$ cat src/rtl/conv_kxk_stream_pkg.sv
// Shared constants and elaboration-time helpers for the KxK streaming convolver.
package conv_kxk_stream_pkg;

    localparam int DEF_K     = 3;
    localparam int DEF_PIX_W = 8;
    localparam int DEF_COE_W = 8;
    localparam int DEF_FRAC  = 7;
    localparam int DEF_OUT_W = 8;

    // Ceiling log2; clog2(1) = 0.
    function automatic int clog2(input int n);
        int r;
        r = 0;
        while ((1 << r) < n) r++;
        return r;
    endfunction

    // Number of live terms left after lvl pairwise reduction levels of n terms.
    function automatic int tree_cnt(input int n, input int lvl);
        return (n + (1 << lvl) - 1) >> lvl;
    endfunction

    // Half-up rounding offset added before the arithmetic right shift.
    function automatic int rnd_bias(input int frac);
        return (frac > 0) ? (1 << (frac - 1)) : 0;
    endfunction

    // Two's-complement limits of a w-bit signed result.
    function automatic int sat_max(input int w);
        return (1 << (w - 1)) - 1;
    endfunction

    function automatic int sat_min(input int w);
        return -(1 << (w - 1));
    endfunction

endpackage

$ cat src/rtl/conv_kxk_stream_round_sat.sv
// Combinational round / saturate / ReLU core; the parent registers its output.
module conv_round_sat
    import conv_kxk_stream_pkg::*;
#(
    parameter int ACC_W = 21,
    parameter int FRAC  = DEF_FRAC,
    parameter int OUT_W = DEF_OUT_W
) (
    input  logic signed [ACC_W-1:0] acc_i,
    input  logic                    relu_i,
    output logic signed [OUT_W-1:0] res_o
);

    // One guard bit above the accumulator keeps the rounding add from wrapping.
    localparam logic signed [ACC_W:0] BIAS = (ACC_W + 1)'(rnd_bias(FRAC));
    localparam logic signed [ACC_W:0] SMAX = (ACC_W + 1)'(sat_max(OUT_W));
    localparam logic signed [ACC_W:0] SMIN = (ACC_W + 1)'(sat_min(OUT_W));

    logic signed [ACC_W:0]   sum_w;
    logic signed [ACC_W:0]   shr_w;
    logic signed [OUT_W-1:0] sat_w;

    // Half-up round, clamp to the output range, then zero negatives when ReLU is on.
    always_comb begin
        sum_w = {acc_i[ACC_W-1], acc_i} + BIAS;
        shr_w = sum_w >>> FRAC;
        if (shr_w > SMAX) begin
            sat_w = SMAX[OUT_W-1:0];
        end else if (shr_w < SMIN) begin
            sat_w = SMIN[OUT_W-1:0];
        end else begin
            sat_w = shr_w[OUT_W-1:0];
        end
        res_o = (relu_i && sat_w[OUT_W-1]) ? '0 : sat_w;
    end

endmodule

$ cat src/rtl/conv_kxk_stream.sv
// Streaming KxK convolution: one window per accepted transfer, T+2 stage
// pipeline (products, pairwise adder tree, round/saturate) that stalls as a
// whole on output backpressure. Coefficients are double-buffered.
module conv_kxk_stream
    import conv_kxk_stream_pkg::*;
#(
    parameter int K     = DEF_K,
    parameter int PIX_W = DEF_PIX_W,
    parameter int COE_W = DEF_COE_W,
    parameter int FRAC  = DEF_FRAC,
    parameter int OUT_W = DEF_OUT_W
) (
    input  logic                        clk,
    input  logic                        rst,
    input  logic                        in_valid,
    output logic                        in_ready,
    input  logic [K*K*PIX_W-1:0]        win,
    output logic                        out_valid,
    input  logic                        out_ready,
    output logic [OUT_W-1:0]            out_data,
    input  logic                        coe_wr_en,
    input  logic [clog2(K*K)-1:0]       coe_wr_addr,
    input  logic [COE_W-1:0]            coe_wr_data,
    input  logic                        coe_swap,
    input  logic                        relu_en
);

    localparam int NT    = K * K;
    localparam int T     = clog2(NT);
    localparam int AW    = clog2(NT);
    localparam int PW    = PIX_W + 1 + COE_W;
    localparam int ACC_W = PW + T;
    localparam int NS    = T + 2;
    localparam int NL    = (NT + 1) / 2;

    logic signed [COE_W-1:0] shd_q [NT];
    logic signed [COE_W-1:0] act_q [NT];
    logic signed [PW-1:0]    prod_w [NT];

    // Level 0 holds the products, level T holds the full sum in entry 0.
    logic signed [ACC_W-1:0] tree_d [T+1][NT+1];
    logic signed [ACC_W-1:0] tree_q [T+1][NT+1];

    logic [NS-1:0]           vld_q;
    logic [T:0]              relu_q;
    logic signed [OUT_W-1:0] res_w;
    logic signed [OUT_W-1:0] out_q;
    logic                    adv;

    assign adv       = !vld_q[NS-1] || out_ready;
    assign in_ready  = adv;
    assign out_valid = vld_q[NS-1];
    assign out_data  = out_q;

    // Pixels are unsigned, so a zero MSB is prepended before the signed multiply.
    always_comb begin
        for (int i = 0; i < NT; i++) begin
            prod_w[i] = PW'($signed({1'b0, win[i*PIX_W +: PIX_W]})) * PW'(act_q[i]);
        end
    end

    // Next-state of the product stage and the pairwise adder tree; an odd
    // leftover term at any level is forwarded unchanged to the next level.
    always_comb begin
        for (int lv = 0; lv <= T; lv++) begin
            for (int i = 0; i <= NT; i++) begin
                tree_d[lv][i] = '0;
            end
        end
        for (int i = 0; i < NT; i++) begin
            tree_d[0][i] = ACC_W'(prod_w[i]);
        end
        for (int lv = 1; lv <= T; lv++) begin
            for (int i = 0; i < NL; i++) begin
                if (i < tree_cnt(NT, lv)) begin
                    if (2 * i + 1 < tree_cnt(NT, lv - 1)) begin
                        tree_d[lv][i] = tree_q[lv-1][2*i] + tree_q[lv-1][2*i+1];
                    end else begin
                        tree_d[lv][i] = tree_q[lv-1][2*i];
                    end
                end
            end
        end
    end

    conv_round_sat #(
        .ACC_W (ACC_W),
        .FRAC  (FRAC),
        .OUT_W (OUT_W)
    ) u_round_sat (
        .acc_i  (tree_q[T][0]),
        .relu_i (relu_q[T]),
        .res_o  (res_w)
    );

    // Shadow takes writes; a swap copies the pre-write shadow into the active bank.
    always_ff @(posedge clk or posedge rst) begin
        if (rst) begin
            for (int i = 0; i < NT; i++) begin
                shd_q[i] <= '0;
                act_q[i] <= '0;
            end
        end else begin
            for (int i = 0; i < NT; i++) begin
                if (coe_wr_en && (coe_wr_addr == AW'(i))) begin
                    shd_q[i] <= coe_wr_data;
                end
                if (coe_swap) begin
                    act_q[i] <= shd_q[i];
                end
            end
        end
    end

    // All stages move together on adv; bubbles travel as cleared valid bits.
    always_ff @(posedge clk or posedge rst) begin
        if (rst) begin
            vld_q  <= '0;
            relu_q <= '0;
            out_q  <= '0;
            for (int lv = 0; lv <= T; lv++) begin
                for (int i = 0; i <= NT; i++) begin
                    tree_q[lv][i] <= '0;
                end
            end
        end else if (adv) begin
            vld_q  <= {vld_q[NS-2:0], in_valid};
            relu_q <= {relu_q[T-1:0], relu_en};
            tree_q <= tree_d;
            out_q  <= res_w;
        end
    end

endmodule

$ cat config.mk
export PLATFORM = sky130hd
export DESIGN_NAME = conv_kxk_stream
export DESIGN_NICKNAME = d
export VERILOG_FILES = /design/src/rtl/conv_kxk_stream_pkg.sv /design/src/rtl/conv_kxk_stream_round_sat.sv /design/src/rtl/conv_kxk_stream.sv
export SDC_FILE = /design/constraint.sdc
export NUM_CORES = 2
export LEC_CHECK = 0
export ABC_AREA = 1
export CORE_MARGIN = 2
export CORE_UTILIZATION = 30
export DETAILED_ROUTE_END_ITERATION = 10
export DONT_BUFFER_PORTS = 1
export GPL_TIMING_DRIVEN = 1
export PLACE_DENSITY = 0.52
export SLEW_MARGIN = 25
export SYNTH_ARGS = -nofsm -noshare
export SYNTH_HDL_FRONTEND = slang
export SYNTH_SLANG_ARGS = --single-unit
$ cat constraint.sdc
create_clock -name clk -period 56.3 [get_ports clk]
set_clock_uncertainty 0.1 [all_clocks]
set_input_delay 11.26 -clock clk [delete_from_list [all_inputs] [get_ports clk]]
set_output_delay 11.26 -clock clk [all_outputs]
set_load 0.1 [all_outputs]
== Word level (Yosys, flattened, before mapping) ==
Cells that the tools add are included.

* Word-level logic and storage cells: 85
* Input bits: 91
* Flip-flop bits (word level): 535

* Eq/ne operators: 8
* Reductions and logical operators: 13
* $lt $le $gt $ge: 2
* Multiplexer cells: 3
* $add $sub $neg: 9
* Multipliers: 9

{| class="wikitable"
|+ Operator list
! cell !! count
|-
| multiplier 9 x 8 -> 17 bit || 9
|-
| adder 17 x 17 -> 18 bit || 4
|-
| adder 21 bit || 3
|-
| two-way mux 8 bit || 3
|-
| adder 21 x 8 -> 22 bit (second input constant) || 1
|-
| adder 21 x 17 -> 21 bit || 1
|-
| equality test 4 x 3 -> 1 bit (second input constant) || 4
|-
| greater-than comparator 15 x 8 -> 1 bit (second input constant) || 1
|-
| less-than comparator 15 x 8 -> 1 bit (second input constant) || 1
|-
| logical AND 1 bit || 10
|-
| equality test 4 x 2 -> 1 bit (second input constant) || 2
|-
| equality test 4 x 1 -> 1 bit (second input constant) || 1
|-
| equality test 4 bit (second input constant) || 1
|-
| zero test 4 bit || 1
|-
| zero test 1 bit || 1
|-
| logical OR 1 bit || 1
|}

== Depth between registers and ports, before layout ==
* Depth in word-level cells: 6
* Gate-level depth with buffers: 25
* Gate-level depth less buffers: 24

== Cells and area by module ==
A second synthesis with hierarchy kept.

* Cells, all modules: 6654
* Area total of the unflattened synthesis: 49388.6 µm²

{| class="wikitable"
|+ Modules (own cells, without submodules)
! module !! cells each !! sequential area each (µm²) !! instances !! area an instance (µm²)
|-
| conv_kxk_stream || 6548 || 13087.6 || 1 || 48841.8
|-
| conv_round_sat || 106 || 0.0 || 1 || 546.8
|}

== Least setup slack after synthesis ==
No wires, ideal clock.

* Kind: input -> output
* Start: input out_ready
* End: output in_ready
* Stages on the path: 5
* Setup slack: 32080 ps
* Data arrival time: 12860 ps
* Cell sequence: nor2_1 > buf_2 > inv_2 > clkbuf_1 > clkbuf_1

* Word-level cells in the longest chain between the ends: 1

{| class="wikitable"
|+ RTL lines
! what !! RTL line !! text
|-
| start: declaration || conv_kxk_stream.sv:19 || <nowiki>input logic out_ready,</nowiki>
|-
| logical OR 1 bit || conv_kxk_stream.sv:50 || <nowiki>assign adv = !vld_q[NS-1] || out_ready;</nowiki>
|-
| end: declaration || conv_kxk_stream.sv:16 || <nowiki>output logic in_ready,</nowiki>
|}

Every way passes these cells.

== Worst setup path in the final report ==
Same ends and word-level chain as after synthesis.

==> flow_summary_export.csv <==
group,metric,value,unit
logic_synthesis,ys_warn_count,0,
detailed_routing,vias,36700,
worst_setup_path,cpMaxStageDelayCell,"nor2_4",
run_status,run_status,"complete, no violations",
logic_synthesis,async_reset_ff_share,100,%
detailed_routing,drt_first_pass_iters,5,
grt,antenna_found_initial,3,
sta,slew_viol_final,0,
logic_synthesis,synth_ff_type,"dfrtp_1",
pwr,totalPowerFinal,2.87,mW
placement,dpl.hpwl,92900,µm
logic_synthesis,ys_ff_latch,517,
clock_tree,cts.sinks,517,
final_layout,final_common_cell,"nand2_1",
floorplanning,rows,145,
logic_synthesis,synth-edff-count,0,
grt,grt_use_met1,20.6,%
grt,use_met3,2.11,%
pwr,clockPowerShare,14.0,%
clock_tree,cts_tree,"done",
pwr,internal-power,1.45,mW
logic_synthesis,yosys.cell_types.count,45,
sta,final-hold-violation-count,0,
detailed_routing,vias_per_cell,4.56,
pwr,switching_power,1.41,mW
final_layout,drive_gt1_share,4.79,%
final_layout,final_cell_mix,"1686 x nand2_1, 1144 x inv_1, 531 x ha_1",
sta,finalSetupViolations,0,
placement,post_dp_cell_area,49000,µm²
sta,max-slew-margin-rel,30.5,%
grt,grt_use_met2,24.8,%
detailed_routing,drtIter0Drc,2010,
floorplanning,coreArea,156000,µm²
logic_synthesis,synthesis.area,47200,µm²
floorplanning,die_x,401,µm
grt,grt-busiest-layer,"met2",
sta,timing.hold.ws,358,ps
floorplanning,die_area,160000,µm²
detailed_routing,routedWlPerCell,14.8,µm
final_layout,fin_nets,6908,
logic_synthesis,synthesis.instances,6103,
logic_synthesis,avgSynthCellArea,7.73,µm²
worst_setup_path,critPathMaxFanout,109,
floorplanning,start_util,30.2,%
min_path,hold_path.class,"flop to flop",
detailed_routing,ant_nets,0,
worst_setup_path,cp_data_arrival_time,12330,ps
grt,grt_pass1_wl,198000,µm
placement,gp_congestion,0.852,
worst_setup_path,start_kind,"input pin",
clock_tree,h-tree-depth,2,
sta,finalCritPeriodShare,42.1,%
worst_setup_path,critical_path_class,"input pin to output pin",
clock_tree,cts_root_buf,"clkbuf_16",
detailed_routing,wirelength,119000,µm
sta,min_period,23690,ps
sta,rsz0062_at_grt,"false",
clock_tree,post-cts-setup-buffers,0,
detailed_routing,drc,0,
worst_setup_path,cp.required,44940,ps
pwr,p_leak,28.5,nW
clock_tree,clockBufferDepth,3,
clock_tree,insertion_delay,660,ps
grt,grt_pass1_vias,37100,
clock_tree,cts.clk_slew.worst_paths,60,ps
run,cap_violations,0,
worst_setup_path,cp-end-kind,"output pin",
pwr,power_frac_seq,24.6,%
pwr,pwr_density_cell,56.2,nW/µm²
clock_tree,holdBufCountCts,0,
sta,fin_setup_tns,0,ps
final_layout,final_area,51100,µm²
pwr,p_comb_share,61.4,%
grt,grt_max_degree,209,
final_layout,area_delta_synth_final,8.21,%
pwr,swShare,49.3,%
worst_setup_path,path_cells,"nor2_4 -> inv_8",
floorplanning,die_height,401,µm
worst_setup_path,crit_buf_inv,1,
floorplanning,io_pins,101,
sta,max_slew.worst_pin.slew,1040,ps
sta,fmax,42.2,MHz
grt,overflow,0,
placement,port_buffers,0,
logic_synthesis,ys_seq_area_share,27.4,%
logic_synthesis,syn_nets,7065,
worst_setup_path,cp_top_family,"simple AND/OR/NAND/NOR gates",
worst_setup_path,critPathMaxStageDelay,580,ps
clock_tree,post_cts_resized,0,
grt,track_usage,15.0,%
clock_tree,numCtsBuffers,57,
pwr,peakVddDrop,0.0274,mV
Yosys cell counts, types with 4 or more instances:
| library cell | n | share of area [%] |
|---|---|---|
| or2_0 | 5 | 0.066 |
| xor2_1 | 26 | 0.48 |
| nor4_1 | 6 | 0.080 |
| a31oi_1 | 89 | 1.2 |
| a31o_2 | 7 | 0.13 |
| o21bai_1 | 31 | 0.49 |
| a21oi_1 | 205 | 2.2 |
| clkbuf_1 | 210 | 1.7 |
| o31ai_1 | 6 | 0.095 |
| nor3_1 | 31 | 0.33 |
| dfrtp_1 | 517 | 27 |
| or2_2 | 80 | 1.1 |
| buf_1 | 11 | 0.088 |
| ha_1 | 531 | 14 |
| clkinv_1 | 9 | 0.072 |
| nand2_2 | 7 | 0.093 |
| a211oi_1 | 12 | 0.19 |
| nor2_2 | 5 | 0.066 |
| buf_2 | 13 | 0.14 |
| a21boi_0 | 4 | 0.064 |
| o21ai_1 | 46 | 0.49 |
| fa_1 | 340 | 14 |
| o21ai_0 | 326 | 3.5 |
| a21o_1 | 23 | 0.37 |
| nand3_1 | 189 | 2.0 |
| xnor2_1 | 66 | 1.2 |
| nand4_1 | 76 | 1.0 |
| nand3b_1 | 10 | 0.16 |
| inv_1 | 1147 | 9.1 |
| nor2_1 | 300 | 2.4 |
| nand2_1 | 1686 | 13 |
| mux2_2 | 63 | 1.5 |
final cells by class:
| class | instances | area, µm² |
|---|---|---|
| clock inverters | 27 | 423 |
| inverters | 1157 | 4360 |
| multi-input cells | 4195 | 29000 |
| clock buffers | 74 | 1580 |
| diodes | 2 | 5.00 |
| well taps | 2058 | 2570 |
| flip-flops and latches | 517 | 12900 |
| fillers | 16600 | 105000 |
| repair buffers | 18 | 164 |
cells by family after synthesis:
logic type               synth area share (%)
AND/OR/NAND/NOR                          20.9
buffers and inverters                    11.1
adder cells (fa/ha/maj)                  28.5
AO/OA/AOI/OAI                            8.84
flip-flops                               27.4
XOR/XNOR                                 1.71
multiplexers                             1.50
registers in the layout (all words and copies together) (netlist names):
signal / count
relu_q: 5
tree_d: 51
vld_q: 6
act_q: 72
tree_q: 303
out_data: 8
shd_q: 72
per-layer routing:
metal,wire (µm),part of all wire (%)
met5,0,0
met4,2660,2.2
met3,4730,4.0
met2,54100,46
met1,57300,48
path summary, 6_finish.rpt:
kind / slack, ps / cells after the start / endpoint / start
min in group asynchronous: 10480 / 1 / act_q[14] / rst
setup reg to reg: 51420 / 20 / tree_q[980] / act_q[47]
hold / removal: 360 / 2 / tree_d[378] / tree_d[567]
max in group asynchronous: 43490 / 3 / shd_q[49] / rst
setup / recovery: 32610 / 2 / in_ready / out_ready
hold reg to reg: 360 / 2 / tree_d[378] / tree_d[567]
power groups by stage:
| stage | Combinational [mW] | Clock, mW | Sequential [mW] |
|---|---|---|---|
| 2_1_floorplan | 1.40 | 0 | 0.628 |
| 3_3_place_gp | 1.76 | 0 | 0.713 |
| 3_5_place_dp | 1.77 | 0 | 0.715 |
| 4_1_cts | 1.79 | 0.417 | 0.709 |
| 5_1_grt | 2.07 | 0.430 | 0.728 |
| 6_report | 1.76 | 0.401 | 0.707 |
stage by stage:
step / worst slack [ps] / cells / utilization (%)
6_report: 32610 / 8048 / 32.7
2_1_floorplan: 30500 / 6103 / -
5_1_grt: 32530 / 8046 / 32.7
4_1_cts: 32620 / 8046 / 32.7
3_5_place_dp: 32610 / 7945 / 31.4
3_3_place_gp: 32640 / 7945 / 31.4
Power figures use the tool's default switching activity.
